### config.mk
export PLATFORM = sky130hd
export DESIGN_NAME = collider_scanner
export DESIGN_NICKNAME = d
export VERILOG_FILES = /design/src/rtl/collider_pkg.sv /design/src/rtl/collider_rect_eval.sv /design/src/rtl/collider_scanner.sv
export SDC_FILE = /design/constraint.sdc
export NUM_CORES = 2
export LEC_CHECK = 0
export CAP_MARGIN = 40
export CORE_MARGIN = 3
export CORE_UTILIZATION = 25
export DETAILED_ROUTE_END_ITERATION = 16
export MAX_ROUTING_LAYER = met4
export RECOVER_POWER = 50
export SYNTH_ARGS = -nofsm -noshare
export SYNTH_HDL_FRONTEND = slang
export SYNTH_SLANG_ARGS = --single-unit
### constraint.sdc
create_clock -name Clk -period 7.8 [get_ports Clk]
set_input_delay 1.56 -clock Clk [delete_from_list [all_inputs] [get_ports Clk]]
set_output_delay 1.56 -clock Clk [all_outputs]
set_load 0.01 [all_outputs]
### src/rtl/collider_pkg.sv
// Shared types for the table-driven level collider: rect_t, scan FSM state, bound accumulators.
// Latency: n/a (types and constants only).
// Backpressure: n/a.
package collider_pkg;

  // Coordinate width is fixed here because rect_t and acc_t are built from it.
  localparam int COORD_W      = 10;
  localparam int NUM_RECTS_DEF  = 16;
  localparam int NUM_LEVELS_DEF = 2;
  localparam int SCREEN_W_DEF   = 640;
  localparam int SCREEN_H_DEF   = 480;
  localparam int PLAYER_W_DEF   = 32;
  localparam int PLAYER_H_DEF   = 48;

  // Inclusive solid rectangle; x0<=x1, y0<=y1.
  typedef struct packed {
    logic               valid;
    logic               one_way;
    logic [COORD_W-1:0] x0;
    logic [COORD_W-1:0] y0;
    logic [COORD_W-1:0] x1;
    logic [COORD_W-1:0] y1;
  } rect_t;

  typedef enum logic [1:0] {
    IDLE = 2'd0,
    SCAN = 2'd1,
    DONE = 2'd2
  } state_t;

  // Running bounds while a scan walks the table; ymax_hit records that a rect set Y_Max.
  typedef struct packed {
    logic [COORD_W-1:0] x_min;
    logic [COORD_W-1:0] x_max;
    logic [COORD_W-1:0] y_min;
    logic [COORD_W-1:0] y_max;
    logic               overlap;
    logic               ymax_hit;
  } acc_t;

  // Screen-limited default bounds: the full screen, no overlap, no floor.
  function automatic acc_t acc_init(input int screen_w, input int screen_h);
    acc_t a;
    a.x_min    = '0;
    a.x_max    = COORD_W'(screen_w - 1);
    a.y_min    = '0;
    a.y_max    = COORD_W'(screen_h - 1);
    a.overlap  = 1'b0;
    a.ymax_hit = 1'b0;
    return a;
  endfunction

endpackage

### src/rtl/collider_rect_eval.sv
// Applies one table rectangle to the running bounds for a player box at (px,py).
// Latency: purely combinational.
// Backpressure: none. Optional COLLIDER_ONE_WAY_EN makes one_way rects floor-only.
module collider_rect_eval
  import collider_pkg::*;
#(
  parameter int PLAYER_W = PLAYER_W_DEF,
  parameter int PLAYER_H = PLAYER_H_DEF
) (
  input  rect_t              rect,
  input  logic [COORD_W-1:0] px,
  input  logic [COORD_W-1:0] py,
  input  acc_t               acc_i,
  output acc_t               acc_o
);

  localparam int EW = COORD_W + 1;
  localparam logic [EW-1:0] PW = EW'(PLAYER_W);
  localparam logic [EW-1:0] PH = EW'(PLAYER_H);

`ifdef COLLIDER_ONE_WAY_EN
  localparam logic ONE_WAY_EN = 1'b1;
`else
  localparam logic ONE_WAY_EN = 1'b0;
`endif

  logic [EW-1:0] px_e, py_e, x0_e, y0_e, x1_e, y1_e;
  logic [EW-1:0] px_n, py_n, px_r, py_r;
  logic [EW-1:0] c_ymax, c_ymin, c_xmax, c_xmin;
  logic          hov, vov, solid;

  // Widen by one bit so player-edge sums never wrap, then fold this rect into the bounds.
  always_comb begin
    px_e   = {1'b0, px};
    py_e   = {1'b0, py};
    x0_e   = {1'b0, rect.x0};
    y0_e   = {1'b0, rect.y0};
    x1_e   = {1'b0, rect.x1};
    y1_e   = {1'b0, rect.y1};
    px_n   = px_e + PW;
    py_n   = py_e + PH;
    px_r   = px_n - EW'(1);
    py_r   = py_n - EW'(1);
    hov    = (x0_e <= px_r) && (x1_e >= px_e);
    vov    = (y0_e <= py_r) && (y1_e >= py_e);
    solid  = ~(rect.one_way & ONE_WAY_EN);
    c_ymax = y0_e - PH;
    c_ymin = y1_e + EW'(1);
    c_xmax = x0_e - PW;
    c_xmin = x1_e + EW'(1);
    acc_o  = acc_i;
    if (rect.valid) begin
      if (hov && vov) begin
        // Intersecting rects say "stuck inside" rather than constraining motion.
        acc_o.overlap = acc_i.overlap | solid;
      end else begin
        // Ties still mark the floor as rect-sourced for on_ground.
        if (hov && (y0_e >= py_n) && (c_ymax <= {1'b0, acc_i.y_max})) begin
          acc_o.y_max    = c_ymax[COORD_W-1:0];
          acc_o.ymax_hit = 1'b1;
        end
        if (solid) begin
          if (hov && (y1_e < py_e) && (c_ymin > {1'b0, acc_i.y_min})) begin
            acc_o.y_min = c_ymin[COORD_W-1:0];
          end
          if (vov && (x0_e >= px_n) && (c_xmax < {1'b0, acc_i.x_max})) begin
            acc_o.x_max = c_xmax[COORD_W-1:0];
          end
          if (vov && (x1_e < px_e) && (c_xmin > {1'b0, acc_i.x_min})) begin
            acc_o.x_min = c_xmin[COORD_W-1:0];
          end
        end
      end
    end
  end

endmodule

### src/rtl/collider_scanner.sv
// Per-level rectangle table scanned one entry per clock to produce player position bounds.
// Latency: done pulses NUM_RECTS+1 cycles after the accepted start edge; outputs hold until next done.
// Backpressure: start and tbl_we are dropped while busy. Optional feature: COLLIDER_ONE_WAY_EN.
module collider_scanner
  import collider_pkg::*;
#(
  parameter int NUM_RECTS  = NUM_RECTS_DEF,
  parameter int NUM_LEVELS = NUM_LEVELS_DEF,
  parameter int SCREEN_W   = SCREEN_W_DEF,
  parameter int SCREEN_H   = SCREEN_H_DEF,
  parameter int PLAYER_W   = PLAYER_W_DEF,
  parameter int PLAYER_H   = PLAYER_H_DEF,
  localparam int LVL_W     = (NUM_LEVELS > 1) ? $clog2(NUM_LEVELS) : 1,
  localparam int NENT      = NUM_LEVELS * NUM_RECTS,
  localparam int AW        = (NENT > 1) ? $clog2(NENT) : 1
) (
  input  logic               Clk,
  input  logic               Reset_n,
  input  logic               start,
  input  logic [LVL_W-1:0]   level_sel,
  input  logic [COORD_W-1:0] player_X_Pos,
  input  logic [COORD_W-1:0] player_Y_Pos,
  input  logic               tbl_we,
  input  logic [AW-1:0]      tbl_addr,
  input  rect_t              tbl_rect,
  output logic               busy,
  output logic               done,
  output logic [COORD_W-1:0] player_X_Min,
  output logic [COORD_W-1:0] player_X_Max,
  output logic [COORD_W-1:0] player_Y_Min,
  output logic [COORD_W-1:0] player_Y_Max,
  output logic               on_ground,
  output logic               overlap
);

  localparam int   IW      = (NUM_RECTS > 1) ? $clog2(NUM_RECTS) : 1;
  localparam acc_t ACC_RST = acc_init(SCREEN_W, SCREEN_H);

  rect_t              tbl_q [NENT];
  state_t             state_q, state_d;
  logic [IW-1:0]      idx_q, idx_d;
  logic [LVL_W-1:0]   level_q, level_d;
  logic [COORD_W-1:0] px_q, px_d, py_q, py_d;
  acc_t               acc_q, acc_d, acc_eval;
  logic [COORD_W-1:0] x_min_q, x_min_d, x_max_q, x_max_d;
  logic [COORD_W-1:0] y_min_q, y_min_d, y_max_q, y_max_d;
  logic               on_ground_q, on_ground_d, overlap_q, overlap_d;
  logic               done_q, done_d;
  logic               tbl_wr;
  logic [AW-1:0]      rd_addr;

  // Loader writes only land while idle so a scan sees a stable table.
  always_comb begin
    tbl_wr  = tbl_we && (state_q == IDLE) && (int'(tbl_addr) < NENT);
    rd_addr = AW'(int'(level_q) * NUM_RECTS + int'(idx_q));
  end

  // Table storage; reset invalidates every entry.
  always_ff @(posedge Clk) begin
    if (!Reset_n) begin
      for (int i = 0; i < NENT; i++) tbl_q[i] <= '0;
    end else if (tbl_wr) begin
      tbl_q[tbl_addr] <= tbl_rect;
    end
  end

  collider_rect_eval #(
    .PLAYER_W (PLAYER_W),
    .PLAYER_H (PLAYER_H)
  ) u_eval (
    .rect  (tbl_q[rd_addr]),
    .px    (px_q),
    .py    (py_q),
    .acc_i (acc_q),
    .acc_o (acc_eval)
  );

  // Scan FSM: latch request, walk NUM_RECTS entries, then publish bounds with a done pulse.
  always_comb begin
    state_d     = state_q;
    idx_d       = idx_q;
    level_d     = level_q;
    px_d        = px_q;
    py_d        = py_q;
    acc_d       = acc_q;
    x_min_d     = x_min_q;
    x_max_d     = x_max_q;
    y_min_d     = y_min_q;
    y_max_d     = y_max_q;
    on_ground_d = on_ground_q;
    overlap_d   = overlap_q;
    done_d      = 1'b0;
    case (state_q)
      IDLE: begin
        if (start) begin
          level_d = level_sel;
          px_d    = player_X_Pos;
          py_d    = player_Y_Pos;
          acc_d   = ACC_RST;
          idx_d   = '0;
          state_d = SCAN;
        end
      end
      SCAN: begin
        acc_d = acc_eval;
        idx_d = idx_q + IW'(1);
        if (idx_q == IW'(NUM_RECTS - 1)) state_d = DONE;
      end
      DONE: begin
        x_min_d     = acc_q.x_min;
        x_max_d     = acc_q.x_max;
        y_min_d     = acc_q.y_min;
        y_max_d     = acc_q.y_max;
        overlap_d   = acc_q.overlap;
        on_ground_d = acc_q.ymax_hit && (acc_q.y_max == py_q);
        done_d      = 1'b1;
        state_d     = IDLE;
      end
      default: state_d = IDLE;
    endcase
  end

  // State and output registers; reset aborts any scan without a done pulse.
  always_ff @(posedge Clk) begin
    if (!Reset_n) begin
      state_q     <= IDLE;
      idx_q       <= '0;
      level_q     <= '0;
      px_q        <= '0;
      py_q        <= '0;
      acc_q       <= ACC_RST;
      x_min_q     <= ACC_RST.x_min;
      x_max_q     <= ACC_RST.x_max;
      y_min_q     <= ACC_RST.y_min;
      y_max_q     <= ACC_RST.y_max;
      on_ground_q <= 1'b0;
      overlap_q   <= 1'b0;
      done_q      <= 1'b0;
    end else begin
      state_q     <= state_d;
      idx_q       <= idx_d;
      level_q     <= level_d;
      px_q        <= px_d;
      py_q        <= py_d;
      acc_q       <= acc_d;
      x_min_q     <= x_min_d;
      x_max_q     <= x_max_d;
      y_min_q     <= y_min_d;
      y_max_q     <= y_max_d;
      on_ground_q <= on_ground_d;
      overlap_q   <= overlap_d;
      done_q      <= done_d;
    end
  end

  assign busy         = (state_q != IDLE);
  assign done         = done_q;
  assign player_X_Min = x_min_q;
  assign player_X_Max = x_max_q;
  assign player_Y_Min = y_min_q;
  assign player_Y_Max = y_max_q;
  assign on_ground    = on_ground_q;
  assign overlap      = overlap_q;

endmodule

==> metrics.log <==
INFO  metric status = complete, but fails checks
INFO  metric failed_checks = capacitance limit, slew limit
INFO  metric slew_viol_final = 700
INFO  metric most_frequent_cells_in_the_layout = sky130_fd_sc_hd__edfxtp_1, sky130_fd_sc_hd__and2_1, sky130_fd_sc_hd__and2_0
INFO  metric cp.depth = 6
INFO  metric clock_latency_late_sink = 0.81 ns
INFO  metric start_kind = primary input
INFO  metric pin_count = 116
INFO  metric area_delta_synth_final = 16.1%
INFO  metric utilization_of_the_core_after_routing = 29.3%
INFO  metric power.ir.vdd_worst = 0.216 mV
INFO  metric critical_path.cell_chain = clkbuf_1 -> nand3_1 -> or3_2 -> nor2_4 -> clkbuf_1 -> and2_1
INFO  metric worstSetupEndpoint = tbl_q[12][2]
INFO  metric mappedNetlistNets = 4893
INFO  metric cell_at_the_slowest_stage_of_the_critical_path = sky130_fd_sc_hd__clkbuf_1
INFO  metric post_cts.resized_instances = 0
INFO  metric grt_first_pass_wirelength = 302000 um
INFO  metric wirelength_per_cell = 25.2 um
INFO  metric ys_seq_elements = 1424
INFO  metric number_of_cts_inserted_buffers = 155
INFO  metric reg2regPathDepth = 15
INFO  metric grtUsageTotal = 15.7%
INFO  metric number_of_global_route_vias_before_repair = 40800
INFO  metric ys_warn_count = 0
INFO  metric cts.root.buffer_cell = sky130_fd_sc_hd__clkbuf_16
INFO  metric mean_instance_size_in_the_synthesized_netlist = 14.2 sq um
INFO  metric dr.pass1.iters = 5
INFO  metric path_clk_slew = 0.05 ns
INFO  metric rsz0062_at_grt = false
INFO  metric die_width = 524 um
INFO  metric cts_tree = yes
INFO  metric period_minus_slack = 6.98 ns
INFO  metric post_route_ant_nets = 0
INFO  metric netlist-cell-type-count = 73
INFO  metric report.final.hold_viol_count = 0
INFO  metric cts-htree-levels = 4
INFO  metric timing.critical_path.buf_inv = 2
INFO  metric cts.repair_timing.setup_buffer_count = 0
INFO  metric postCtsHoldBufs = 0
INFO  metric dieHeight = 524 um
INFO  metric dieArea = 274000 sq um
INFO  metric post_route_cells_drive_above_1_share = 14.8%
INFO  metric gr-total-overflow = 0
INFO  metric drc = 0
INFO  metric switching_power = 4170 uW
INFO  metric startpoint_to_endpoint_class_of_the_critical_path = in -> reg
INFO  metric tightest_slew = 3.13 ns
INFO  metric asyncSetResetFlopFracSynth = 0%
INFO  metric layout_commonest_cell = sky130_fd_sc_hd__edfxtp_1
INFO  metric power.static_leakage = 0.0268 uW
INFO  metric netlist_area_before_placement = 67000 sq um
INFO  metric finalClockSkew = 0.0624 ns
INFO  metric fp-row-count = 189
INFO  metric buffer_ports.inserted = 114
INFO  metric pwr_density_cell = 222 nW/um^2
INFO  metric worst_setup_path_startpoint = Reset_n
INFO  metric grt_start_max_net_pins = 68
INFO  metric core_region = 266000 sq um
INFO  metric whs = 0.463 ns
INFO  metric crit_path_max_incr_delay = 2.22 ns
INFO  metric number_of_antenna_violations_at_the_first_check_in_global_routing = 31
INFO  metric finalSetupTns = 0 ns
INFO  metric dr_total_vias = 40700
INFO  metric p_int = 13100 uW
INFO  metric max-cap-violations = 33
INFO  metric timing.critical_path.max_delay_family = buffers and inverters
INFO  metric setup_viol = 0
INFO  metric post-dp-hpwl = 132000 um
INFO  metric timing.critical_path.arrival = 7.60 ns
INFO  metric synth.yosys.seq_area_share = 62.2%
INFO  metric clock_tree.buffer_depth = 3
INFO  metric postRouteWirelength = 213000 um
INFO  metric yosys_most_used_dff = sky130_fd_sc_hd__edfxtp_1
INFO  metric synth_edf_count = 1312
INFO  metric p_seq_share = 50.2%
INFO  metric vias_per_cell = 4.83
INFO  metric detailedRoute.firstIterationViolations = 4950
INFO  metric share_comb_of_total_power = 8.5%
INFO  metric cp_endpoint_kind = register
INFO  metric r2r_start = idx_q[0]
INFO  metric r2r_setup_slack = 1.59 ns
INFO  metric worst_r2r_endpoint = acc_q[14]
INFO  metric critical_path.most_common_cell = sky130_fd_sc_hd__clkbuf_1
INFO  metric achievable-frequency = 0.143 GHz
INFO  metric finalCritPeriodShare = 89.4%
INFO  metric synth_cells = 4711
INFO  metric finalWeightedCongestion = 0.861
INFO  metric worst_hold_path_type = reg -> reg
INFO  metric share_clk_of_total_power = 41.4%
INFO  metric cts.sink_count = 1424
INFO  metric number_of_nets_in_the_layout = 4947
INFO  metric floorplan.initialDensity = 25.2%
INFO  metric crit_required = 8.43 ns
INFO  metric power.switching_fraction = 24.1%
INFO  metric slew_headroom = -109%
INFO  metric worst-path-max-fanout = 67
[cells in the mapped netlist, types with 55 or more instances]
cell type,count,area (sq um)
sky130_fd_sc_hd__dfxtp_1,112,2240
sky130_fd_sc_hd__nand2_1,193,724
sky130_fd_sc_hd__mux4_2,268,6040
sky130_fd_sc_hd__nor2_1,72,270
sky130_fd_sc_hd__ha_1,110,1380
sky130_fd_sc_hd__clkbuf_1,311,1170
sky130_fd_sc_hd__o21ai_0,55,275
sky130_fd_sc_hd__and2_1,1325,8290
sky130_fd_sc_hd__edfxtp_1,1312,39400
sky130_fd_sc_hd__inv_1,73,274
sky130_fd_sc_hd__nand3_1,75,375
sky130_fd_sc_hd__mux2i_1,195,1950
sky130_fd_sc_hd__a22oi_1,80,601
[per-stage QoR]
step                setup WS, ns  area [sq um]  power [uW]  std cells
floorplan                   1.77         67000        9680       4711
global placement            1.61         72500       10200       8085
detailed placement          1.61         73500       10300       8140
CTS                         1.59         78400       17400       8417
global route               0.583         77800       17800       8429
finish                     0.823         77800       17300       8432
[how the worst min path moves through the flow]
stage / depth (start not counted) / endpoint / startpoint
after floorplan: 2 / acc_q[0] / acc_q[0]
after global placement: 1 / acc_q[31] / acc_q[31]
after detailed placement: 1 / acc_q[24] / acc_q[24]
after CTS: 2 / player_Y_Min[1] / player_Y_Min[1]
after global routing: 2 / player_X_Min[8] / player_X_Min[8]
final: 2 / player_Y_Min[4] / player_Y_Min[4]
[per-layer routing]
layer / GRT usage (%) / vias up / wire, um
met5: - / - / 0
met4: 4.00 / 0 / 5400
met3: 3.76 / 353 / 21500
met2: 24.5 / 1959 / 98200
met1: 20.5 / 21100 / 87400
li1: - / 17300 / -
[sequential cells by signal, summed over array words and instances, names as in the netlist]
signal and flops:
on_ground 1, player_X_Min 10, done 1, player_Y_Min 10, py_q 10, player_X_Max 10
state_q 2, acc_q 42, idx_q 4, px_q 10, overlap 1, player_Y_Max 10
tbl_q 1312, level_q 1
[cell families (layout without fill, tap and decap cells)]
logic type               after synthesis  after routing  synth area share (%)
XOR/XNOR                              56             56                 0.732
adder cells (fa/ha/maj)              110            110                  2.06
flip-flops                          1424           1424                  62.2
AO/OA/AOI/OAI                        378            378                  4.14
AND/OR/NAND/NOR                     1771           1771                  15.5
multiplexers                         486            486                  12.3
buffers and inverters                486            660                  3.11
other                                  0             14                     0
[tightest hold or removal path: stages, from the launching register on]
cell	delay, ns
sky130_fd_sc_hd__dfxtp_1	0.30
sky130_fd_sc_hd__nand2_1	0.04
sky130_fd_sc_hd__a21boi_0	0.06
[cell type report]
| cell class | instances | area, sq um |
|---|---|---|
| fillers | 26500 | 188000 |
| clock buffers | 203 | 4160 |
| flip-flops and latches | 1424 | 41700 |
| diodes | 14 | 35.0 |
| clock inverters | 74 | 718 |
| repair buffers | 309 | 2980 |
| multi-input cells | 2801 | 23500 |
| inverters | 74 | 280 |
| well taps | 3533 | 4420 |
[power groups by stage]
stage / registers [uW] / logic [uW] / clock network, uW
after floorplan: 8820 / 861 / 0
after global placement: 8820 / 1410 / 0
after detailed placement: 8840 / 1470 / 0
after CTS: 8670 / 1470 / 7260
after global routing: 8700 / 1560 / 7550
final: 8680 / 1460 / 7160
Note: power is estimated with default switching activity, not from simulation.
